==> config.mk <==
export PLATFORM = sky130hd
export DESIGN_NAME = mem_rd_arbiter
export DESIGN_NICKNAME = d
export VERILOG_FILES = /design/src/rtl/mem_arb_pkg.sv /design/src/rtl/arb_pick2.sv /design/src/rtl/mem_rd_arbiter.sv
export SDC_FILE = /design/constraint.sdc
export NUM_CORES = 1
export LEC_CHECK = 0
export CORE_AREA = 5 5 192 194
export DETAILED_ROUTE_END_ITERATION = 7
export DIE_AREA = 0 0 197 199
export PLACE_DENSITY = 0.59
export SETUP_SLACK_MARGIN = 0.2
export SLEW_MARGIN = 30
export SYNTH_ARGS = -nofsm -noshare
export SYNTH_HDL_FRONTEND = slang
export SYNTH_HIERARCHICAL = 1
export SYNTH_SLANG_ARGS = --single-unit
==> constraint.sdc <==
create_clock -name cpu_clk -period 7.05 [get_ports cpu_clk]
set_clock_uncertainty 0.05 [all_clocks]
set_input_delay 1.41 -clock cpu_clk [delete_from_list [all_inputs] [get_ports cpu_clk]]
set_output_delay 1.41 -clock cpu_clk [all_outputs]
set_load 0.05 [all_outputs]
==> src/rtl/mem_arb_pkg.sv <==
// mem_arb_pkg
// Shared definitions for the memory block-read arbiter:
//   state_t        - arbiter FSM encoding (IDLE, ISSUE, WAIT)
//   REQ_I / REQ_D  - requester IDs, also used as indices into per-requester arrays
//   MEM_BLK_SIZE   - default block width in bits
package mem_arb_pkg;

  typedef enum logic [1:0] {
    ST_IDLE  = 2'd0,
    ST_ISSUE = 2'd1,
    ST_WAIT  = 2'd2
  } state_t;

  localparam logic REQ_I = 1'b0;
  localparam logic REQ_D = 1'b1;

  localparam int MEM_BLK_SIZE = 128;

endpackage

==> src/rtl/arb_pick2.sv <==
// arb_pick2
// Combinational two-way picker for the memory read arbiter.
// Ports:
//   pend   in  [1:0] pending flags, indexed by REQ_I / REQ_D
//   last   in        requester granted most recently
//   winner out       requester to grant (only meaningful when pend != 0)
// Build option: ARB_ROUND_ROBIN_EN selects round-robin on a tie (the side not
// granted last wins); otherwise the ICache wins every tie.
module arb_pick2
  import mem_arb_pkg::*;
(
  input  logic [1:0] pend,
  input  logic       last,
  output logic       winner
);

`ifdef ARB_ROUND_ROBIN_EN
  always_comb begin
    winner = REQ_I;
    if (pend[REQ_I] && pend[REQ_D]) begin
      winner = ~last;
    end else if (pend[REQ_D]) begin
      winner = REQ_D;
    end
  end
`else
  // Fixed priority has no use for the history input.
  logic unused_last;
  assign unused_last = last;

  always_comb begin
    winner = REQ_I;
    if (!pend[REQ_I] && pend[REQ_D]) begin
      winner = REQ_D;
    end
  end
`endif

endmodule

==> src/rtl/mem_rd_arbiter.sv <==
// mem_rd_arbiter
// Shares the single memory block-read port between the ICache (I) and the
// DCache (D). One-cycle read pulses are captured into per-requester pending
// registers, served one outstanding block read at a time, and the returned
// block is routed to the granted requester.
// Ports:
//   cpu_clk, cpu_rst              clock, asynchronous active-high reset
//   ic_ren/ic_raddr               ICache read request (ren != 0 is a request)
//   ic_rrdy                       ICache request can be accepted
//   ic_rvalid/ic_rdata            ICache block return
//   dc_*                          same for the DCache
//   mem_rrdy                      memory can accept a read
//   mem_ren/mem_raddr             registered read command to memory
//   mem_rvalid/mem_rdata          memory block return
// Build option: ARB_ROUND_ROBIN_EN enables round-robin tie breaking with a
// last-grant pointer; without it the ICache wins every tie.
module mem_rd_arbiter
  import mem_arb_pkg::*;
#(
  parameter int BLK_SIZE = MEM_BLK_SIZE
) (
  input  logic                cpu_clk,
  input  logic                cpu_rst,
  input  logic [3:0]          ic_ren,
  input  logic [31:0]         ic_raddr,
  output logic                ic_rrdy,
  output logic                ic_rvalid,
  output logic [BLK_SIZE-1:0] ic_rdata,
  input  logic [3:0]          dc_ren,
  input  logic [31:0]         dc_raddr,
  output logic                dc_rrdy,
  output logic                dc_rvalid,
  output logic [BLK_SIZE-1:0] dc_rdata,
  input  logic                mem_rrdy,
  output logic [3:0]          mem_ren,
  output logic [31:0]         mem_raddr,
  input  logic                mem_rvalid,
  input  logic [BLK_SIZE-1:0] mem_rdata
);

  logic [3:0]  req_ren  [2];
  logic [31:0] req_addr [2];

  assign req_ren[REQ_I]  = ic_ren;
  assign req_ren[REQ_D]  = dc_ren;
  assign req_addr[REQ_I] = ic_raddr;
  assign req_addr[REQ_D] = dc_raddr;

  state_t      state_q, state_d;
  logic        gnt_q, gnt_d;
  logic [1:0]  pend_q, pend_d;
  logic [3:0]  ren_q  [2];
  logic [3:0]  ren_d  [2];
  logic [31:0] addr_q [2];
  logic [31:0] addr_d [2];
  logic [3:0]  mem_ren_q, mem_ren_d;
  logic [31:0] mem_raddr_q, mem_raddr_d;
  logic        winner;
  logic        last_sel;
  logic        rsp_take;

`ifdef ARB_ROUND_ROBIN_EN
  logic last_q, last_d;
  assign last_sel = last_q;
`else
  assign last_sel = REQ_D;
`endif

  arb_pick2 u_pick (
    .pend   (pend_q),
    .last   (last_sel),
    .winner (winner)
  );

  // A response only counts while a read is outstanding; anything else is dropped.
  assign rsp_take = mem_rvalid && (state_q == ST_WAIT);

  assign ic_rrdy   = ~pend_q[REQ_I];
  assign dc_rrdy   = ~pend_q[REQ_D];
  assign ic_rvalid = rsp_take && (gnt_q == REQ_I);
  assign dc_rvalid = rsp_take && (gnt_q == REQ_D);
  assign ic_rdata  = ic_rvalid ? mem_rdata : '0;
  assign dc_rdata  = dc_rvalid ? mem_rdata : '0;
  assign mem_ren   = mem_ren_q;
  assign mem_raddr = mem_raddr_q;

  // Pending capture. The granted side has rrdy low, so its clear and a new
  // capture can never hit the same entry in one cycle.
  always_comb begin
    pend_d = pend_q;
    ren_d  = ren_q;
    addr_d = addr_q;
    if (rsp_take) begin
      pend_d[gnt_q] = 1'b0;
    end
    for (int i = 0; i < 2; i++) begin
      if ((req_ren[i] != 4'd0) && !pend_q[i]) begin
        pend_d[i] = 1'b1;
        ren_d[i]  = req_ren[i];
        addr_d[i] = req_addr[i];
      end
    end
  end

  always_comb begin
    state_d     = state_q;
    gnt_d       = gnt_q;
    mem_ren_d   = 4'd0;
    mem_raddr_d = mem_raddr_q;
    case (state_q)
      ST_IDLE: begin
        mem_raddr_d = 32'd0;
        if (|pend_q) begin
          gnt_d   = winner;
          state_d = ST_ISSUE;
        end
      end
      ST_ISSUE: begin
        if (mem_rrdy) begin
          mem_ren_d   = ren_q[gnt_q];
          mem_raddr_d = addr_q[gnt_q];
          state_d     = ST_WAIT;
        end
      end
      ST_WAIT: begin
        if (mem_rvalid) begin
          state_d = ST_IDLE;
        end
      end
      default: begin
        state_d     = ST_IDLE;
        mem_raddr_d = 32'd0;
      end
    endcase
  end

`ifdef ARB_ROUND_ROBIN_EN
  always_comb begin
    last_d = last_q;
    if ((state_q == ST_IDLE) && (|pend_q)) begin
      last_d = winner;
    end
  end
`endif

  always_ff @(posedge cpu_clk or posedge cpu_rst) begin
    if (cpu_rst) begin
      state_q     <= ST_IDLE;
      gnt_q       <= REQ_I;
      pend_q      <= 2'b00;
      mem_ren_q   <= 4'd0;
      mem_raddr_q <= 32'd0;
      for (int i = 0; i < 2; i++) begin
        ren_q[i]  <= 4'd0;
        addr_q[i] <= 32'd0;
      end
`ifdef ARB_ROUND_ROBIN_EN
      // Pointer starts at D so the first tie goes to I.
      last_q      <= REQ_D;
`endif
    end else begin
      state_q     <= state_d;
      gnt_q       <= gnt_d;
      pend_q      <= pend_d;
      mem_ren_q   <= mem_ren_d;
      mem_raddr_q <= mem_raddr_d;
      ren_q       <= ren_d;
      addr_q      <= addr_d;
`ifdef ARB_ROUND_ROBIN_EN
      last_q      <= last_d;
`endif
    end
  end

endmodule

### After elaboration in Yosys (flattened, before gate mapping)

Index checks and enable logic that the tools add are counted.

| storage, ports and cells | value |
|---|---|
| register bits | 113 |
| input port bits | 204 |
| output and inout bits | 296 |

| operators by class | value |
|---|---|
| magnitude comparators | 3 |
| equality and inequality tests | 5 |
| muxes and demuxes | 22 |
| bitwise gates (word level) | 7 |
| reductions and logical operators | 18 |

Operator list:

| kind | count |
|---|---|
| two-way mux 128 bit | 2 |
| two-way mux 32 bit | 4 |
| one-hot mux 32 bit (2 select lines) | 1 |
| two-way mux 4 bit | 5 |
| two-way mux 2 bit | 4 |
| nonzero test 4 bit | 2 |
| logical AND 1 bit | 7 |
| inequality test 2 bit (second input constant) | 3 |
| one-hot mux 2 bit (3 select lines) | 1 |
| two-way mux 1 bit | 4 |
| NOT 1 bit | 4 |
| AND reduction 2 bit | 2 |
| nonzero test 2 bit | 2 |
| AND reduction 3 bit | 1 |
| bitwise AND 2 bit | 1 |
| == test 2 x 1 -> 1 bit (second input constant) | 1 |
| == test 2 bit (second input constant) | 1 |
| greater-or-equal comparator 2 bit (second input constant) | 1 |
| logical NOT 1 bit | 2 |
| logical NOT 2 bit | 1 |
| less-than comparator 1 x 2 -> 1 bit (second input constant) | 1 |
| NOT 1 -> 2 bit | 1 |
| NOT 2 bit | 1 |
| OR reduction 2 bit | 1 |
| other kinds (2) | 2 |

### Longest topological paths before layout

Gate-level depths: netlist (run 1).

| logic depth | value |
|---|---|
| depth after elaboration | 8 |
| mapped depth | 5 |
| gate-level depth less buffers | 3 |

### By module

The synthesis (run 1) kept the hierarchy.

By module, submodules not included:

| module | times used | cells an instance | area an instance (um^2) | seq. area each (um^2) |
|---|---|---|---|---|
| mem_rd_arbiter | 1 | 611 | 6,613.8 | 2,827.7 |
| arb_pick2 | 1 | 1 | 13.8 | 0.0 |

### Least setup slack after synthesis (run 1)

No wires, ideal clock.

| timing path | value |
|---|---|
| path type | input -> output |
| start | input port mem_rvalid |
| end | output port dc_rdata[119] |
| arrival | 2.763 ns |
| required time | 5.590 ns |
| setup slack | 2.827 ns |
| stages on the path | 3 |
| cells stage by stage | and4b_1 -> clkbuf_1 -> and2_1 |

| on the way | value |
|---|---|
| word-level cells in the longest chain between the ends | 3 |

Ends and longest elaborated chain:

| what | line | RTL |
|---|---|---|
| start: declaration | mem_rd_arbiter.sv:37 | `input logic mem_rvalid,` |
| logical AND 1 bit | mem_rd_arbiter.sv:76 | `assign rsp_take = mem_rvalid && (state_q == ST_WAIT);` |
| logical AND 1 bit | mem_rd_arbiter.sv:81 | `assign dc_rvalid = rsp_take && (gnt_q == REQ_D);` |
| via dc_rvalid | mem_rd_arbiter.sv:32 | `output logic dc_rvalid,` |
| two-way mux 128 bit | mem_rd_arbiter.sv:83 | `assign dc_rdata = dc_rvalid ? mem_rdata : '0;` |
| end: declaration | mem_rd_arbiter.sv:33 | `output logic [BLK_SIZE-1:0] dc_rdata,` |

The timed path passes the listed nets, and every way through them passes these cells.

### Worst setup path in the final report (run 1)

| timing path | value |
|---|---|
| start | input port mem_rvalid |
| end | output port dc_rdata[47] |

| on the way | value |
|---|---|
| word-level cells in the longest chain between the ends | 3 |

Ends and longest elaborated chain:

| what | line |
|---|---|
| logical AND 1 bit | mem_rd_arbiter.sv:76 |
| logical AND 1 bit | mem_rd_arbiter.sv:81 |
| two-way mux 128 bit | mem_rd_arbiter.sv:83 |

Every way passes these cells.

==> results.sh, run 1 <==
export IMPL_totalWireLength_um=35300
export IMPL_drc_errors=0
export IMPL_finalSetupTns_ns=0
export IMPL_r2r_end="mem_raddr[4]"
export IMPL_power_density_mw_per_mm2=311
export IMPL_min_to="addr_q[54]"
export IMPL_cp_required_ns=5.59
export IMPL_portBuffers=499
export IMPL_grt_overflow_total=0
export IMPL_holdCritPathClass="reg2reg"
export IMPL_gp_congestion=0.840
export IMPL_final_instance_count_excl_fill=1567
export IMPL_ios=500
export IMPL_grtUsageMet3_pct=5.67
export IMPL_yosysWarnings=6
export IMPL_avgSynthCellArea_um2=10.8
export IMPL_whs_path_depth=1
export IMPL_p_leak_nw=5.01
export IMPL_syn2layout_area_growth_pct=90.5
export IMPL_row_count=69
export IMPL_numClockSinks=113
export IMPL_die_area_mm2=0.0392
export IMPL_hold_viol=0
export IMPL_worstMarginPinSlew_ns=0.893
export IMPL_grt_pass1_wl_um=47900
export IMPL_reg2reg_from="state_q[1]"
export IMPL_start_util_pct=18.9
export IMPL_num_vias=6221
export IMPL_max_slew_margin_rel_pct=40.5
export IMPL_cts_setup_buffers=0
export IMPL_netlist_instances=611
export IMPL_ff_latch_area_mm2=0.00283
export IMPL_fmax_ghz=0.181
export IMPL_worst_slack_ns=1.51
export IMPL_cts_root_buf="clkbuf_16"
export IMPL_hpwlAfterDp_um=29400
export IMPL_min_delay_start="addr_q[54]"
export IMPL_gr_usage_met1_pct=20.9
export IMPL_cp_common_cell="clkdlybuf4s50_1"
export IMPL_period_minus_slack_ns=5.54
export IMPL_worst_setup_path_start_kind="primary input"
export IMPL_outcome="finished, final reports clean"
export IMPL_grt_max_degree=130
export IMPL_reg2reg_depth=4
export IMPL_wire_per_inst_um=22.5
export IMPL_cap_violations=0
export IMPL_peakVddDrop_uv=240
export IMPL_cts_resized=0
export IMPL_vias_per_cell=3.97
export IMPL_finalPower_mw=3.92
export IMPL_die_height_um=199
export IMPL_critPathMaxStageDelay_ns=0.93
export IMPL_p_clk_share_pct=22.4
export IMPL_pre_cts_ws_ns=1.44
export IMPL_use_met2_pct=28.0
export IMPL_switching_share_pct=39.2
export IMPL_p_seq_share_pct=28.4
export IMPL_hold_buffers=0
export IMPL_nets=1295
export IMPL_track_usage_pct=16.9
export IMPL_grt_pass1_vias=6446
export IMPL_cp_slowest_cell="clkdlybuf4s50_1"
export IMPL_antenna_found_initial=11
export IMPL_syn_num_nets=815
export IMPL_end_kind="output port"
export IMPL_fillers=3540
export IMPL_layout_drive_gt1_share_pct=13.9
export IMPL_slew_violations=0
export IMPL_worstSetupPathType="in2out"
export IMPL_clock_tree_htree_level_count=4
export IMPL_dr_pass1_iters=4
export IMPL_synth_area_mm2=0.00662
export IMPL_worstPathCellList="clkdlybuf4s50_1 > and4b_4 > buf_12 > and2_1 > clkdlybuf4s50_1"
export IMPL_core_mm2=0.0351
export IMPL_crit_path_max_fanout=87
export IMPL_clkLatencyLatePin_ns=0.40
export IMPL_power_net_switching_mw=1.54
export IMPL_crit_arrival_ns=4.08
export IMPL_p_comb_share_pct=49.2
export IMPL_cts_buffers=17
export IMPL_internal_power_mw=2.38
export IMPL_cts_tree="built"
export IMPL_setup_violations_final=0
export IMPL_dp_cells=1533
export IMPL_min_period_over_period_pct=78.5
export IMPL_clk_path_buf_depth=2
export IMPL_reg2reg_setup_slack_ns=4.56
export IMPL_drtIter0Drc=226
export IMPL_ant_nets=0
export IMPL_die_w_um=197
export IMPL_grt_busiest_layer="met2"
export IMPL_grt_setup_unrepaired="false"
export IMPL_path_clk_slew_ns=0.05
export IMPL_multi_input_area_mm2=0.00351
==> layout make-up <==
type	instances	area share, %
sequential	113	22.4
tap	461	4.57
timing repair buffer	506	40.2
clock inverter	10	1.06
antenna	3	0.0595
clock buffer	21	3.73
multi-input combinational	450	27.8
inverter	3	0.129
==> critical path, delay by kind of cell <==
family,cells,cell delay [ns]
buffers and inverters,3,1.79
AND/OR/NAND/NOR,2,0.83
==> stage by stage <==
stage | hold WS (ns) | cell area (µm²) | util, %
floorplan | 0.430 | 6620 | -
global placement | 0.433 | 12000 | 34.2
detailed placement | 0.442 | 12000 | 34.3
CTS | 0.456 | 12600 | 36.0
global route | 0.471 | 12600 | 36.0
finish | 0.454 | 12600 | 36.0
==> how the worst max path moves through the flow <==
stage / start / endpoint / slack, ns / depth (start not counted)
2_1_floorplan: cpu_rst / addr_q[0] / 2.60 / 1
3_5_place_dp: mem_rvalid / dc_rdata[47] / 1.44 / 5
5_1_grt: mem_rvalid / dc_rdata[47] / 1.38 / 5
4_1_cts: mem_rvalid / dc_rdata[47] / 1.44 / 5
3_3_place_gp: mem_rvalid / dc_rdata[47] / 1.50 / 5
6_report: mem_rvalid / dc_rdata[47] / 1.51 / 5
==> layout by cell type, fill, tap and decap left out, types with 3 or more instances in the layout <==
cell type,count
bufinv_16,3
buf_4,5
mux2i_1,36
clkinv_2,4
and2_1,256
clkbuf_8,3
mux2_2,90
dfrtp_1,112
nor2_1,36
diode_2,3
mux2_4,14
clkdlybuf4s50_1,499
clkbuf_16,17
==> metal layers <==
layer / share of wire, % / wire length [µm] / vias to the layer above
li1: - / - / 2955
met1: 41 / 14500 / 2945
met2: 48 / 17000 / 275
met3: 8.3 / 2940 / 42
met4: 2.3 / 819 / 4
met5: 0.060 / 21 / -
==> flip-flops by register name, summed over array words and instances (netlist names) <==
register   flops
addr_q        64
gnt_q          1
mem_raddr     32
mem_ren        4
pend_q         2
ren_q          8
state_q        2
==> power groups by stage <==
| stage | clock network (mW) | logic, mW | registers [mW] |
|---|---|---|---|
| finish | 0.880 | 1.93 | 1.11 |
| global route | 0.928 | 2.05 | 1.15 |
| CTS | 0.904 | 1.97 | 1.12 |
| detailed placement | 0 | 1.96 | 1.13 |
| global placement | 0 | 1.95 | 1.11 |
| floorplan | 0 | 1.14 | 1.32 |
No activity file was read; power rests on OpenSTA's default activity.
==> run 2: changes to the inputs <==
clock period = 5.56 ns   (was 7.05 ns; I/O delays follow)
==> results.sh, run 2 (synthesis gave the netlist of run 1 again) <==
export IMPL_cts_buffers=17
export IMPL_pre_cts_ws_ns=0.793
export IMPL_totalWireLength_um=35100
export IMPL_min_period_over_period_pct=85.5
export IMPL_clock_tree_htree_level_count=4
export IMPL_peakVddDrop_uv=333
export IMPL_outcome="finished, final reports clean"
export IMPL_p_leak_nw=5.17
export IMPL_fin_hold_ws_ns=0.449
export IMPL_largest_register_ffs=64
export IMPL_core_mm2=0.0351
export IMPL_setup_violations_final=0
export IMPL_grt_max_degree=130
export IMPL_drc_errors=0
export IMPL_die_w_um=197
export IMPL_nets=1302
export IMPL_worstPathCellList="clkdlybuf4s50_1 > and4b_4 > buf_12 > and2_1 > clkdlybuf4s50_1"
export IMPL_path_clk_slew_ns=0.06
export IMPL_cp_required_ns=4.40
export IMPL_worstMarginPinSlew_ns=0.886
export IMPL_worst_slack_ns=0.809
export IMPL_cts_setup_buffers=0
export IMPL_ios=500
export IMPL_clkLatencyLatePin_ns=0.40
export IMPL_gp_congestion=0.883
export IMPL_worst_setup_path_start_kind="primary input"
export IMPL_holdCritPathClass="reg2reg"
export IMPL_hold_buffers=0
export IMPL_portBuffers=499
export IMPL_cap_violations=0
export IMPL_num_vias=6292
export IMPL_slew_violations=0
export IMPL_max_slew_margin_rel_pct=40.9
export IMPL_finalSetupTns_ns=0
export IMPL_worstSetupPathType="in2out"
export IMPL_dp_cells=1540
export IMPL_cp_common_cell="clkdlybuf4s50_1"
export IMPL_final_cell_mix="clkdlybuf4s50_1 (463), and2_1 (256), dfrtp_1 (112)"
export IMPL_ant_nets=0
export IMPL_crit_arrival_ns=3.59
export IMPL_final_instance_count_excl_fill=1574
export IMPL_cp_slowest_cell="clkdlybuf4s50_1"
export IMPL_grt_pass1_vias=6669
export IMPL_cts_resized=0
export IMPL_cts_root_buf="clkbuf_16"
export IMPL_cts_tree="built"
export IMPL_numClockSinks=113
export IMPL_critPathMaxStageDelay_ns=0.83
export IMPL_grt_overflow_total=0
export IMPL_grt_pass1_wl_um=48500
export IMPL_start_util_pct=18.9
export IMPL_wire_per_inst_um=22.3
export IMPL_die_area_mm2=0.0392
export IMPL_die_height_um=199
export IMPL_dr_pass1_iters=4
export IMPL_clk_path_buf_depth=2
export IMPL_fmax_ghz=0.210
export IMPL_finalInstanceArea_mm2=0.0127
export IMPL_hold_viol=0
export IMPL_place_area_mm2=0.0120
export IMPL_row_count=69
export IMPL_fillers=3582
export IMPL_top_register="addr_q"
export IMPL_hpwlAfterDp_um=29500
export IMPL_crit_path_max_fanout=47
export IMPL_period_minus_slack_ns=4.75
export IMPL_drtIter0Drc=201
export IMPL_layout_drive_gt1_share_pct=17.7
export IMPL_syn2layout_area_growth_pct=91.7
export IMPL_final_common_cell="clkdlybuf4s50_1"
export IMPL_track_usage_pct=16.9
export IMPL_grt_setup_unrepaired="false"
export IMPL_power_density_mw_per_mm2=407
export IMPL_vias_per_cell=4.00
export IMPL_antenna_found_initial=12
export IMPL_end_kind="output port"
run 2: layout make-up:
class / instances / area, µm² / area share (%)
Clock buffer: 19 / 443 / 3.49
Timing Repair Buffer: 513 / 5060 / 39.9
Antenna cell: 2 / 5.00 / 0.0394
Multi-Input combinational cell: 450 / 3510 / 27.7
Clock inverter: 13 / 256 / 2.02
Inverter: 3 / 13.8 / 0.108
Tap cell: 461 / 577 / 4.54
Sequential cell: 113 / 2830 / 22.3
run 2: final timing paths:
check                                    from       endpoint  slack, ns  depth (start not counted)
worst min register to register  mem_raddr[26]  mem_raddr[26]       0.45                          1
worst max register to register     state_q[1]   mem_raddr[2]       3.12                          4
min in group asynchronous             cpu_rst     addr_q[15]       1.14                          2
max in group asynchronous             cpu_rst          gnt_q       3.41                          3
worst max-delay path               mem_rvalid   dc_rdata[88]       0.81                          5
worst min-delay path            mem_raddr[26]  mem_raddr[26]       0.45                          1
run 2: where the power goes:
part | total [mW] | internal (mW) | switching [mW] | leakage (nW)
combinational | 2.46 | 1.09 | 1.36 | 3.46
sequential | 1.41 | 1.20 | 0.204 | 1.37
clock | 1.30 | 0.900 | 0.403 | 0.334
run 2: critical path: cells and delay by family:
family	cells	cell delay (ns)
and+or+nand+nor	2	0.86
buffers and inverters	3	1.60
run 2: metrics by stage:
step	power [mW]	util, %
final	5.17	36.2
after global routing	5.46	36.2
after CTS	5.25	36.2
after detailed placement	3.91	34.2
after global placement	3.87	34.1
after floorplan	3.11	-
run 2: per-layer routing:
metal | wire (µm) | vias up | part of all wire, % | GRT usage, %
met2 | 16800 | 291 | 48 | 28.1
met1 | 14100 | 2981 | 40 | 20.7
li1 | - | 2965 | - | -
met5 | 34 | - | 0.097 | 0
met3 | 3220 | 49 | 9.2 | 6.08
met4 | 939 | 6 | 2.7 | 4.85
